$ cat config.mk
export PLATFORM = sky130hd
export DESIGN_NAME = serial_compare
export DESIGN_NICKNAME = d
export VERILOG_FILES = /design/src/rtl/serial_compare.sv
export SDC_FILE = /design/constraint.sdc
export NUM_CORES = 1
export LEC_CHECK = 0
export BUFFER_PORTS_ARGS = -buffer_cell sky130_fd_sc_hd__buf_2
export CORE_MARGIN = 10
export CORE_UTILIZATION = 40
export CTS_CLUSTER_DIAMETER = 100
export DETAILED_ROUTE_END_ITERATION = 8
export GPL_TIMING_DRIVEN = 0
export PLACE_DENSITY = 0.74
export SETUP_SLACK_MARGIN = 0.5
export SLEW_MARGIN = 20
export SYNTH_ARGS = -nofsm -noshare
export SYNTH_HDL_FRONTEND = slang
export SYNTH_SLANG_ARGS = --single-unit
$ cat constraint.sdc
create_clock -name clk -period 2.1 [get_ports clk]
set_input_delay 0.63 -clock clk [delete_from_list [all_inputs] [get_ports clk]]
set_output_delay 0.63 -clock clk [all_outputs]
set_load 0.01 [all_outputs]
$ cat src/rtl/serial_compare.sv
// serial_compare: MSB-first sequential magnitude comparator.
// Latches x/y on an accepted start, then examines one bit pair per clock.
// It stops at the first differing bit, or after bit 0 when all bits match.
// Ports:
//   clk, rst_n      clock, asynchronous active-low reset
//   start           request a comparison (only honoured while idle)
//   x, y            unsigned operands, latched on the accepted start edge
//   busy            comparison in progress
//   done            one-cycle pulse; flags are valid from this cycle onward
//   gt, lt, eq      result flags (exactly one set after the first result)
//   o               same as gt, bit-compatible with the combinational comparator
//   cycles          bit positions examined for the last result (1..WIDTH)
module serial_compare #(
  parameter int WIDTH = 4,
  parameter int CNT_W = 3
) (
  input  logic             clk,
  input  logic             rst_n,
  input  logic             start,
  input  logic [WIDTH-1:0] x,
  input  logic [WIDTH-1:0] y,
  output logic             busy,
  output logic             done,
  output logic             gt,
  output logic             lt,
  output logic             eq,
  output logic             o,
  output logic [CNT_W-1:0] cycles
);

  localparam int IDX_W = (WIDTH > 1) ? $clog2(WIDTH) : 1;

  typedef enum logic {IDLE, RUN} state_t;

  state_t             state_reg, state_next;
  logic [WIDTH-1:0]   x_reg, x_next;
  logic [WIDTH-1:0]   y_reg, y_next;
  logic [IDX_W-1:0]   idx_reg, idx_next;
  logic [CNT_W-1:0]   cnt_reg, cnt_next;
  logic               busy_reg, busy_next;
  logic               done_reg, done_next;
  logic               gt_reg, gt_next;
  logic               lt_reg, lt_next;
  logic               eq_reg, eq_next;
  logic [CNT_W-1:0]   cycles_reg, cycles_next;

  logic               bit_x;
  logic               bit_y;

  assign bit_x = x_reg[idx_reg];
  assign bit_y = y_reg[idx_reg];

  always_ff @(posedge clk or negedge rst_n) begin
    if (!rst_n) begin
      state_reg  <= IDLE;
      x_reg      <= '0;
      y_reg      <= '0;
      idx_reg    <= '0;
      cnt_reg    <= '0;
      busy_reg   <= 1'b0;
      done_reg   <= 1'b0;
      gt_reg     <= 1'b0;
      lt_reg     <= 1'b0;
      eq_reg     <= 1'b0;
      cycles_reg <= '0;
    end else begin
      state_reg  <= state_next;
      x_reg      <= x_next;
      y_reg      <= y_next;
      idx_reg    <= idx_next;
      cnt_reg    <= cnt_next;
      busy_reg   <= busy_next;
      done_reg   <= done_next;
      gt_reg     <= gt_next;
      lt_reg     <= lt_next;
      eq_reg     <= eq_next;
      cycles_reg <= cycles_next;
    end
  end

  always_comb begin
    // Hold everything by default; done is a pulse so it defaults low.
    state_next  = state_reg;
    x_next      = x_reg;
    y_next      = y_reg;
    idx_next    = idx_reg;
    cnt_next    = cnt_reg;
    busy_next   = busy_reg;
    done_next   = 1'b0;
    gt_next     = gt_reg;
    lt_next     = lt_reg;
    eq_next     = eq_reg;
    cycles_next = cycles_reg;

    case (state_reg)
      IDLE: begin
        if (start) begin
          x_next     = x;
          y_next     = y;
          idx_next   = IDX_W'(WIDTH - 1);
          cnt_next   = '0;
          busy_next  = 1'b1;
          state_next = RUN;
        end
      end
      RUN: begin
        cnt_next = cnt_reg + CNT_W'(1);
        if (bit_x != bit_y) begin
          // First differing bit from the top decides the magnitude.
          gt_next     = bit_x;
          lt_next     = ~bit_x;
          eq_next     = 1'b0;
          cycles_next = cnt_reg + CNT_W'(1);
          done_next   = 1'b1;
          busy_next   = 1'b0;
          state_next  = IDLE;
        end else if (idx_reg == '0) begin
          gt_next     = 1'b0;
          lt_next     = 1'b0;
          eq_next     = 1'b1;
          cycles_next = CNT_W'(WIDTH);
          done_next   = 1'b1;
          busy_next   = 1'b0;
          state_next  = IDLE;
        end else begin
          idx_next = idx_reg - IDX_W'(1);
        end
      end
      default: state_next = IDLE;
    endcase
  end

  assign busy   = busy_reg;
  assign done   = done_reg;
  assign gt     = gt_reg;
  assign lt     = lt_reg;
  assign eq     = eq_reg;
  assign o      = gt_reg;
  assign cycles = cycles_reg;

endmodule

Word-level counts from Yosys, hierarchy flattened
Cells that the tools add are included.

word-level totals
  register bits after elaboration = 22
  bits of input ports = 11
  output and inout bits = 9
  logic and storage cells = 54

cells by class
  add/sub/neg operators = 2
  $lt $le $gt $ge = 1
  eq/ne operators = 5
  mux-type cells = 27
  bitwise logic cells = 2
  reduce and logical (&&, ||, !) cells = 6

operators by type and width
  operator                                                                 count
  1-bit two-way mux                                                        15
  3-bit two-way mux                                                        3
  2-bit two-way mux                                                        3
  2-bit inequality test, second input constant                             3
  3-bit case mux with 2 select lines                                       1
  2-bit AND reduction                                                      3
  1-bit binary-select mux with 2-bit select                                2
  1-bit case mux with 2 select lines                                       2
  2-bit case mux with 2 select lines                                       1
  3-bit by 1-bit adder with 3-bit output, second input constant            1
  2-bit by 3-bit < comparator with 1-bit output, second input constant     1
  3-bit by 1-bit inequality test with 1-bit output, second input constant  1
  3-bit AND reduction                                                      1
  2-bit zero test                                                          1
  1-bit NOT                                                                2
  2-bit nonzero test                                                       1
  2-bit by 1-bit subtractor with 2-bit output, second input constant       1
  1-bit inequality test                                                    1

Depth between registers and ports, before layout
Gate-level depths: netlist of the first run.

  word-level depth = 5
  gate-level depth with buffers = 7
  depth with buffers taken out = 7

Least setup slack after synthesis of the first run
No wires, ideal clock.

  path type = flip-flop to flip-flop
  start point = register idx_reg[0]
  end point = register gt_reg, in the netlist gt
  library setup time = 125 ps
  arrival time = 1915 ps
  required time = 1975 ps
  setup slack = 59 ps
  cell stages (with the launch flop) = 7
  path buffers = 0
  clock period less this slack = 2041 ps
  cells stage by stage = dfrtp_1 -> mux4_2 -> ha_1 -> nor2b_4 -> nand2b_4 -> inv_4 -> mux2_4

between the ends
  longest elaborated chain between the ends = 5
  elaborated cells on any way between the ends = 9
  classes of those cells = 1 x eq/ne; 5 x mux; 3 x reduce/logical

RTL lines
  what                                                          RTL line  RTL
  from (decl)                                                   38        logic [IDX_W-1:0] idx_reg, idx_next;
  from (signal assigned)                                        70        idx_reg <= idx_next;
  1-bit binary-select mux with 2-bit select (on tied branches)  50, 51
  1-bit two-way mux (on tied branches)                          50, 51
  1-bit inequality test                                         108       if (bit_x != bit_y) begin
  2-bit nonzero test (no source line)                           --
  2-bit AND reduction (no source line)                          --
  to (signal assigned)                                          74        gt_reg <= gt_next;
  to (decl)                                                     42        logic gt_reg, gt_next;

Several ways; a longest one is shown, not always the timed one. The select of a mux whose other input is x is not followed.
A chain may end at the register's enable or synchronous reset.

Final worst setup path of the first run
Ends and elaborated chain as after synthesis.

==> flow_metrics.py, run 1 <==
metrics = {
    "worst_setup_path": {
        "required_ns": 2.30,
        "cp_max_fo": 4,
        "critPathSlowestCell": "mux4_2",
        "critPathTopFamily": "multiplexers",
        "worstRegToRegCells": 6,
        "crit_buf_inv": 1,
        "r2r_start": "idx_reg[0]$_DFFE_PN0P_",
        "slowest_delay_ns": 0.55,
        "path_cells": "mux4_2 -> ha_4 -> nor2b_4 -> nand2b_4 -> inv_4 -> mux2_4",
        "crit_path_end_kind": "flip-flop",
        "arrival_ns": 2.20,
        "r2r_slack_ns": 0.1,
        "r2r-end": "gt$_DFFE_PN0P_",
        "cp-start-kind": "flip-flop",
        "crit_type": "reg2reg",
    },
    "sta": {
        "fin_skew_ns": 0.00166,
        "slew_headroom_pct": 67.1,
        "rsz0062_at_grt": "yes",
        "finalSetupTns_ns": 0,
        "tightest_slew_ns": 0.493,
        "period_minus_slack_ns": 2.00,
        "max_freq_ghz": 0.499,
        "setup_violations": 0,
        "fin_crit_sh_pct": 95.5,
        "slew_viol_final": 0,
        "hold_viol": 0,
        "hold_slack_ns": 0.273,
    },
    "synth": {
        "synth_top_area_cell": "dfrtp_1",
        "postSynthNetCount": 88,
        "synth_area_leaders": "dfrtp_1, mux2_2, ha_1, mux4_2, mux2_4",
        "syn_area_per_cell_sq_um": 13.6,
        "yosysWarnings": 0,
        "ys_seq_area_share_pct": 55.3,
        "ys_types": 24,
        "synth_cells": 73,
        "synth_top_area_share_pct": 55.3,
        "netlist_area_sq_um": 996,
        "ys_ff_latch": 22,
    },
    "cts": {
        "cts_tree": "yes",
        "cts.sinks": 22,
        "cts_buffers": 3,
        "cts_buffer_depth": 2,
        "hold_buffers": 0,
        "ctsRootBufferMaster": "clkbuf_4",
        "clk_pin_slew_ns": 0.11,
        "htree_levels": 1,
        "clk_latency_ns": 0.30,
    },
    "grt": {
        "met1_usage_pct": 7.83,
        "grt_pass1_wl_microns": 3220,
        "grt_util_met3_pct": 1.84,
        "grtUsageTotal_pct": 7.98,
        "gr-usage-met2_pct": 14.5,
        "gr-max-usage-layer": "met2",
        "grt_max_degree": 23,
        "grt_pass1_vias": 724,
        "antenna_found_initial": 0,
        "overflow": 0,
    },
    "routing": {
        "wl_microns": 1930,
        "drt_iter0_drc": 27,
        "num_vias": 654,
        "via_per_inst": 4.95,
        "wire_per_inst_microns": 14.6,
        "drc": 0,
        "drtAntennaViolNets": 0,
        "dr.pass1.iters": 4,
    },
    "min_path": {
        "hp-class": "in2async",
    },
    "floorplanning": {
        "io_pins": 20,
        "start_util_pct": 40.9,
        "die_area_sq_um": 4890,
        "die_h_microns": 69.9,
        "rows": 18,
        "chipWidth_microns": 69.9,
        "design.core.area_sq_um": 2430,
    },
    "power_and_ir_drop": {
        "fin_total_pwr_uw": 2420,
        "cellPowerDensity_nw_per_um2": 1930,
        "p_leak_uw": 0.000626,
        "vdd_drop_max_mv": 0.930,
    },
    "place": {
        "io_buffer_count": 19,
        "gp_congestion": 0.790,
        "dp.final_hpwl_microns": 1390,
    },
    "status": {
        "outcome": "finished, final reports clean",
    },
    "finish": {
        "layout-drive-gt1-share_pct": 55.9,
        "final_nets": 119,
        "num_antenna_cells": 0,
        "syn_to_final_growth_pct": 26.1,
    },
    "run": {
        "cap_violations": 0,
    },
}
## area by class of cell
cell class	count	area [sq um]
fill	206	1180
sequential	22	552
multi-input combinational	41	424
timing repair buffer	26	161
tap	30	37.5
buffer	3	30.0
inverter	7	28.8
clock buffer	3	22.5
## routing by layer
metal | wire length [microns] | share of wire [%] | vias up
met5 | 0 | 0 | -
met4 | 68 | 3.5 | 0
met3 | 113 | 5.9 | 7
met2 | 1000 | 52 | 19
met1 | 745 | 39 | 314
li1 | - | - | 314
## power breakdown
| group | switching (uW) | internal [uW] | total, uW |
|---|---|---|---|
| clock network | 119 | 67.0 | 186 |
| registers | 116 | 628 | 744 |
| logic | 604 | 887 | 1490 |
## timing repair
action | 4_1_cts | 5_1_grt
gates resized for setup | 6 | 5
setup endpoints to repair | 12 | 12
pin swaps | 2 | 4
setup buffers | 5 | 2
## synthesized netlist by cell type
cell / n
o21ai_0: 2
mux2_4: 2
nand2_1: 1
mux2i_1: 1
buf_4: 2
a22o_1: 1
nor2_1: 5
nor2b_1: 1
a21oi_1: 3
dfrtp_1: 22
xnor2_1: 2
mux2_2: 8
inv_4: 1
a22o_2: 2
buf_6: 1
a2bb2oi_1: 2
inv_1: 6
mux4_2: 2
or3_1: 1
ha_1: 4
nor3_1: 1
a21o_2: 1
nor2b_4: 1
nand2b_4: 1
## worst max-delay path by stage
stage | start | to | slack, ns | cells after the start
final | idx_reg[0]$_DFFE_PN0P_ | gt$_DFFE_PN0P_ | 0.1 | 6
after global routing | idx_reg[0]$_DFFE_PN0P_ | gt$_DFFE_PN0P_ | 0.05 | 6
after CTS | idx_reg[0]$_DFFE_PN0P_ | gt$_DFFE_PN0P_ | 0.13 | 6
after detailed placement | idx_reg[0]$_DFFE_PN0P_ | gt$_DFFE_PN0P_ | -0.05 | 6
after global placement | idx_reg[0]$_DFFE_PN0P_ | gt$_DFFE_PN0P_ | -0.04 | 6
after floorplan | idx_reg[0]$_DFFE_PN0P_ | gt$_DFFE_PN0P_ | 0.06 | 6
## cell families (layout without fill, tap and decap cells)
group,Yosys count,in the layout,synth area share (%)
adder cells (fa/ha/maj),4,4,5.03
multiplexers,13,13,17.6
XOR/XNOR,2,2,1.76
AND/OR/NAND/NOR,11,11,6.78
AO/OA/AOI/OAI,11,11,8.04
flip-flops,22,22,55.3
buffers and inverters,10,39,5.53
## layout by cell type, fill, tap and decap left out, types with 2 or more instances in the layout
cell type / n
dfrtp_1: 21
buf_2: 18
mux2_2: 8
buf_4: 6
inv_1: 5
buf_6: 5
nor2_1: 5
ha_1: 3
clkbuf_4: 3
mux4_2: 2
a22o_2: 2
a21oi_2: 2
o21ai_0: 2
mux2_4: 2
## stage by stage
stage | area, sq um | utilization, % | worst slack [ns] | std cells
2_1_floorplan | 996 | - | 0.0600 | 73
3_3_place_gp | 1130 | 46.4 | -0.0353 | 122
3_5_place_dp | 1130 | 46.4 | -0.0497 | 122
4_1_cts | 1220 | 50.1 | 0.126 | 130
5_1_grt | 1260 | 51.6 | 0.0468 | 132
6_report | 1260 | 51.6 | 0.0951 | 132
(Power assumes the default switching activity.)
==> inputs of run 2 (changes only) <==
--- a/config.mk
+++ b/config.mk
@@ -6,12 +6,14 @@
 export NUM_CORES = 1
 export LEC_CHECK = 0
 export BUFFER_PORTS_ARGS = -buffer_cell sky130_fd_sc_hd__buf_2
+export CELL_PAD_IN_SITES_DETAIL_PLACEMENT = 0
+export CELL_PAD_IN_SITES_GLOBAL_PLACEMENT = 1
 export CORE_MARGIN = 10
-export CORE_UTILIZATION = 40
+export CORE_UTILIZATION = 38
 export CTS_CLUSTER_DIAMETER = 100
 export DETAILED_ROUTE_END_ITERATION = 8
 export GPL_TIMING_DRIVEN = 0
-export PLACE_DENSITY = 0.74
+export PLACE_DENSITY = 0.83
 export SETUP_SLACK_MARGIN = 0.5
 export SLEW_MARGIN = 20
 export SYNTH_ARGS = -nofsm -noshare
==> run 2 against run 1 <==
Worst setup slack improved by 0.015 ns. Combinational power rose by 3%. Count of clock-buffer cells in the layout did not move. Fmax rose by 0.73%. Critical path depth did not move. Critical path type unchanged.
==> flow_metrics.py, run 2 (synthesized netlist as in run 1, its figures left out) <==
metrics = {
    "place": {
        "dp_cells": 122,
        "gp_congestion": 0.691,
        "dp.final_hpwl_microns": 1380,
        "pre_cts_ws_ns": -0.0943,
        "dpl_cell_area_sq_um": 1130,
        "io_buffer_count": 19,
    },
    "grt": {
        "grt_pass1_wl_microns": 3260,
        "grtUsageTotal_pct": 7.86,
        "grt_max_degree": 23,
        "grt_pass1_vias": 726,
        "antenna_found_initial": 0,
        "overflow": 0,
    },
    "floorplanning": {
        "io_pins": 20,
        "die_area_sq_um": 5070,
        "design.core.area_sq_um": 2500,
        "die_h_microns": 71.2,
        "rows": 18,
        "chipWidth_microns": 71.2,
        "start_util_pct": 39.8,
    },
    "worst_setup_path": {
        "required_ns": 2.30,
        "crit_end": "gt$_DFFE_PN0P_",
        "critPathTopFamily": "multiplexers",
        "crit_start": "idx_reg[0]$_DFFE_PN0P_",
        "r2r_start": "idx_reg[0]$_DFFE_PN0P_",
        "worstRegToRegCells": 6,
        "arrival_ns": 2.19,
        "cp_max_fo": 3,
        "r2r-end": "gt$_DFFE_PN0P_",
        "crit_buf_inv": 1,
        "crit_path_end_kind": "flip-flop",
        "path_depth": 6,
        "critPathSlowestCell": "mux4_2",
        "r2r_slack_ns": 0.11,
        "path_cells": "mux4_2 -> ha_4 -> nor2b_4 -> nand2b_4 -> inv_4 -> mux2_4",
        "slowest_delay_ns": 0.56,
        "cp-start-kind": "flip-flop",
        "crit_type": "reg2reg",
    },
    "finish": {
        "num_antenna_cells": 0,
        "syn_to_final_growth_pct": 27.6,
        "final_common_cell": "dfrtp_1",
        "fin_area_sq_um": 1270,
        "final_cell_mix": "dfrtp_1, buf_2, mux2_2",
        "layout-drive-gt1-share_pct": 57.3,
        "final_nets": 120,
        "nFillCells": 211,
        "instances_no_fill": 133,
    },
    "sta": {
        "setup_violations": 0,
        "fin_crit_sh_pct": 94.8,
        "layout_setup_ws_ns": 0.110,
        "period_minus_slack_ns": 1.99,
        "hold_viol": 0,
        "fin_skew_ns": 0.00334,
        "tightest_slew_ns": 0.488,
        "rsz0062_at_grt": "yes",
        "max_freq_ghz": 0.502,
        "slew_headroom_pct": 67.5,
        "hold_slack_ns": 0.276,
        "slew_viol_final": 0,
    },
    "power_and_ir_drop": {
        "p_clk_share_pct": 7.5,
        "fin_total_pwr_uw": 2470,
        "switching_power_uw": 849,
        "p_leak_uw": 0.000630,
        "p_int_uw": 1620,
        "vdd_drop_max_mv": 0.987,
        "p_sw_share_pct": 34.4,
        "seqPwrFrac_pct": 30.1,
        "p_comb_share_pct": 62.4,
        "cellPowerDensity_nw_per_um2": 1940,
    },
    "routing": {
        "drtAntennaViolNets": 0,
        "wire_per_inst_microns": 14.2,
        "drt_iter0_drc": 14,
        "wl_microns": 1890,
        "via_per_inst": 4.83,
        "drc": 0,
        "dr.pass1.iters": 3,
        "num_vias": 643,
    },
    "cts": {
        "ctsRootBufferMaster": "clkbuf_4",
        "clk_latency_ns": 0.30,
        "cts_buffers": 3,
        "htree_levels": 1,
        "hold_buffers": 0,
        "cts_buffer_depth": 2,
        "clk_pin_slew_ns": 0.11,
        "cts_tree": "yes",
        "cts.sinks": 22,
    },
    "status": {
        "outcome": "finished, final reports clean",
    },
    "run": {
        "cap_violations": 0,
    },
    "min_path": {
        "hp-class": "in2async",
    },
}
==> run 2: changes by cell type in the layout (fill, tap and decap cells not counted) <==
cell    delta
buf_4      +1
nor2_1     -1
nor2_4     +1
==> run 2: per-stage QoR <==
step                TNS [ns]  util [%]
floorplan                  0         -
global placement      -0.133      45.1
detailed placement    -0.188      45.1
CTS                        0      49.0
global route               0      50.9
finish                     0      50.9
==> run 2: worst min-delay path by stage <==
stage,startpoint,to,slack (ns),depth (start not counted)
after detailed placement,eq$_DFFE_PN0P_,eq$_DFFE_PN0P_,0.49,2
final,rst_n,idx_reg[1]$_DFFE_PN0P_,0.28,1
after CTS,rst_n,idx_reg[1]$_DFFE_PN0P_,0.29,1
after global routing,rst_n,state_reg$_DFF_PN0_,0.31,1
after floorplan,rst_n,busy$_DFFE_PN0P_,0.33,0
after global placement,cnt_reg[0]$_DFFE_PN0P_,cnt_reg[0]$_DFFE_PN0P_,0.48,1
==> run 2: area by class of cell <==
| class | count | area, sq um | area share, % |
|---|---|---|---|
| Sequential cell | 22 | 552 | 43.4 |
| Clock buffer | 3 | 22.5 | 1.77 |
| Inverter | 7 | 28.8 | 2.26 |
| Buffer | 3 | 30.0 | 2.36 |
| Tap cell | 30 | 37.5 | 2.95 |
| Multi-Input combinational cell | 41 | 432 | 34.0 |
| Timing Repair Buffer | 27 | 169 | 13.3 |
==> run 2: power by group through the flow <==
stage	logic [uW]	clock network, uW	registers, uW
finish	1540	185	743
global route	1670	201	772
CTS	1300	196	744
detailed placement	1060	0	754
global placement	1030	0	743
floorplan	807	0	760
==> run 2: metal layers <==
| layer | track usage, % | vias to the layer above | routed length (microns) |
|---|---|---|---|
| met2 | 14.2 | 12 | 980 |
| met5 | 0 | - | 0 |
| met1 | 7.43 | 315 | 757 |
| met3 | 2.37 | 4 | 107 |
| li1 | - | 312 | - |
| met4 | 5.16 | 0 | 45 |
==> run 2: what timing repair did <==
action	in CTS	in global routing
resized for setup	6	7
setup endpoints to repair	12	12
buffers inserted	6	2
pin swaps	2	7
==> inputs of run 3 (changes only) <==
--- a/config.mk
+++ b/config.mk
@@ -5,15 +5,15 @@
 export SDC_FILE = /design/constraint.sdc
 export NUM_CORES = 1
 export LEC_CHECK = 0
+export ABC_AREA = 1
 export BUFFER_PORTS_ARGS = -buffer_cell sky130_fd_sc_hd__buf_2
 export CELL_PAD_IN_SITES_DETAIL_PLACEMENT = 0
 export CELL_PAD_IN_SITES_GLOBAL_PLACEMENT = 1
 export CORE_MARGIN = 10
-export CORE_UTILIZATION = 38
-export CTS_CLUSTER_DIAMETER = 100
+export CORE_UTILIZATION = 35
 export DETAILED_ROUTE_END_ITERATION = 8
 export GPL_TIMING_DRIVEN = 0
-export PLACE_DENSITY = 0.83
+export PLACE_DENSITY = 0.84
 export SETUP_SLACK_MARGIN = 0.5
 export SLEW_MARGIN = 20
 export SYNTH_ARGS = -nofsm -noshare
==> run 3 against run 2 <==
Clock skew rose by 0.0054 ns. Total power fell by 9.5%. Critical path depth fell by 4. Routed wire length rose by 14%. Worst setup slack improved by 0.41 ns. Final cell count rose by 38%. Fmax rose by 26%. Critical endpoint is now o.
==> flow_metrics.py, run 3 <==
metrics = {
    "status": {
        "outcome": "finished, final reports clean",
    },
    "synth": {
        "yosysWarnings": 0,
        "ys_top_cells_by_count": "nand2_1, dfrtp_1, nand3_1",
        "synth_top_area_cell": "dfrtp_1",
        "synth_cells": 127,
        "async_flop_share_pct": 100,
        "synth_area_leaders": "dfrtp_1, nand2_1, nand3_1, inv_1, ha_1",
        "syn_area_per_cell_sq_um": 8.17,
        "ys_types": 15,
        "synth_ff_type": "dfrtp_1",
        "synth-edff-count": 0,
        "ys_seq_area_share_pct": 53.1,
        "synth_top_area_share_pct": 53.1,
        "netlist_area_sq_um": 1040,
        "ys_ff_latch": 22,
        "postSynthNetCount": 142,
        "synth_most_common_cell": "nand2_1",
    },
    "power_and_ir_drop": {
        "p_comb_share_pct": 55.7,
        "p_leak_uw": 0.000726,
        "switching_power_uw": 974,
        "p_int_uw": 1260,
        "p_clk_share_pct": 10.5,
        "seqPwrFrac_pct": 33.8,
        "vdd_drop_max_mv": 0.564,
        "cellPowerDensity_nw_per_um2": 1740,
        "p_sw_share_pct": 43.6,
    },
    "worst_setup_path": {
        "crit_type": "reg2out",
        "crit_path_end_kind": "output port",
        "arrival_ns": 0.95,
        "cp-start-kind": "flip-flop",
        "required_ns": 1.47,
        "cp_max_fo": 3,
    },
    "finish": {
        "final_common_cell": "nand2_1",
        "syn_to_final_growth_pct": 23.9,
        "num_antenna_cells": 0,
        "fin_area_sq_um": 1280,
        "final_nets": 168,
        "final_cell_mix": "nand2_1, dfrtp_1, buf_2",
        "layout-drive-gt1-share_pct": 28.9,
    },
    "floorplanning": {
        "chipWidth_microns": 74.4,
        "start_util_pct": 37.0,
        "rows": 19,
        "die_area_sq_um": 5540,
        "io_pins": 20,
        "design.core.area_sq_um": 2810,
        "die_h_microns": 74.4,
    },
    "routing": {
        "num_vias": 846,
        "drc": 0,
        "drt_iter0_drc": 26,
        "wl_microns": 2160,
        "drtAntennaViolNets": 0,
        "wire_per_inst_microns": 11.8,
        "via_per_inst": 4.62,
        "dr.pass1.iters": 4,
    },
    "sta": {
        "max_freq_ghz": 0.632,
        "period_minus_slack_ns": 1.58,
        "finalSetupTns_ns": 0,
        "setup_violations": 0,
        "fin_skew_ns": 0.00878,
        "slew_headroom_pct": 66.9,
        "hold_viol": 0,
        "fin_crit_sh_pct": 75.3,
        "rsz0062_at_grt": "yes",
        "tightest_slew_ns": 0.496,
        "slew_viol_final": 0,
    },
    "grt": {
        "antenna_found_initial": 0,
        "grt_pass1_vias": 929,
        "grt_max_degree": 23,
        "grt_pass1_wl_microns": 3920,
        "grtUsageTotal_pct": 8.82,
        "overflow": 0,
    },
    "place": {
        "dpl_cell_area_sq_um": 1170,
        "gp_congestion": 0.735,
        "dp.final_hpwl_microns": 1610,
        "io_buffer_count": 18,
    },
    "cts": {
        "hold_buffers": 0,
        "ctsRootBufferMaster": "clkbuf_4",
        "clk_pin_slew_ns": 0.13,
        "cts_tree": "yes",
        "cts_buffer_depth": 2,
        "cts.sinks": 22,
        "htree_levels": 1,
        "clk_latency_ns": 0.31,
        "cts_buffers": 3,
    },
    "min_path": {
        "hp-class": "in2async",
    },
    "run": {
        "cap_violations": 0,
    },
}
==> run 3: cell count changes after synthesis, moves of 3 or more <==
cell,before,now
nand2_1,1,55
o21ai_1,0,3
a21oi_1,3,0
nand3_1,0,18
inv_1,6,14
nor2_1,5,1
mux2_2,8,0
==> run 3: repair_timing <==
item                       4_1_cts  5_1_grt
setup buffers                    2        1
setup endpoints to repair       10        9
resized for setup                6       12
pin swaps                        3        3
==> run 3: critical path: stages, from the launching register on <==
cell,delay [ns]
dfrtp_1,0.42
buf_6,0.12
buf_6,0.11
==> run 3: metrics by stage <==
step / power, uW / cells / setup WS, ns / hold WS, ns / util (%)
after floorplan: 1490 / 127 / 0.589 / 0.334 / -
after global placement: 1730 / 176 / 0.376 / 0.452 / 41.6
after detailed placement: 1760 / 176 / 0.392 / 0.460 / 41.6
after CTS: 2120 / 182 / 0.504 / 0.278 / 44.4
after global routing: 2500 / 183 / 0.479 / 0.292 / 45.8
final: 2230 / 183 / 0.519 / 0.259 / 45.8
==> run 3: power by group through the flow <==
stage          registers [uW]  clock network (uW)  logic [uW]
2_1_floorplan             768                   0         717
3_3_place_gp              750                   0         979
3_5_place_dp              761                   0        1000
4_1_cts                   749                 243        1120
5_1_grt                   780                 258        1460
6_report                  755                 236        1240
==> run 3: layout make-up <==
class	count	area, sq um
Multi-Input combinational cell	85	429
Buffer	4	38.8
Tap cell	31	38.8
Clock buffer	4	36.3
Timing Repair Buffer	21	123
Inverter	16	67.6
Sequential cell	22	552
Fill cell	313	1520
==> run 3: per-layer routing <==
layer / vias to the layer above / track usage, % / share of wire, %
li1: 441 / - / -
met1: 380 / 9.64 / 45
met2: 23 / 15.5 / 45
met3: 2 / 3.46 / 9.1
met4: 0 / 2.52 / 0.74
met5: - / 0 / 0
==> run 3: path summary, 6_finish.rpt <==
| path | startpoint | endpoint | slack (ns) | cells past startpoint |
|---|---|---|---|---|
| max reg2reg | idx_reg[0]$_DFFE_PN0P_ | lt$_DFFE_PN0P_ | 0.57 | 11 |
| min reg2reg | cycles[0]$_DFFE_PN0P_ | cycles[0]$_DFFE_PN0P_ | 0.48 | 2 |
| max in group asynchronous | rst_n | idx_reg[0]$_DFFE_PN0P_ | 1.48 | 1 |
| max | gt$_DFFE_PN0P_ | o | 0.52 | 2 |
| min | rst_n | cycles[1]$_DFFE_PN0P_ | 0.26 | 1 |
| min in group clk | cycles[0]$_DFFE_PN0P_ | cycles[0]$_DFFE_PN0P_ | 0.48 | 2 |
==> run 3: kinds of logic after synthesis <==
group / Yosys count / share of synthesized area (%)
AOI/OAI and AO/OA: 4 / 1.93
and+or+nand+nor: 77 / 30.8
DFF: 22 / 53.1
adders and majority gates: 4 / 4.83
buffers and inverters: 20 / 9.41
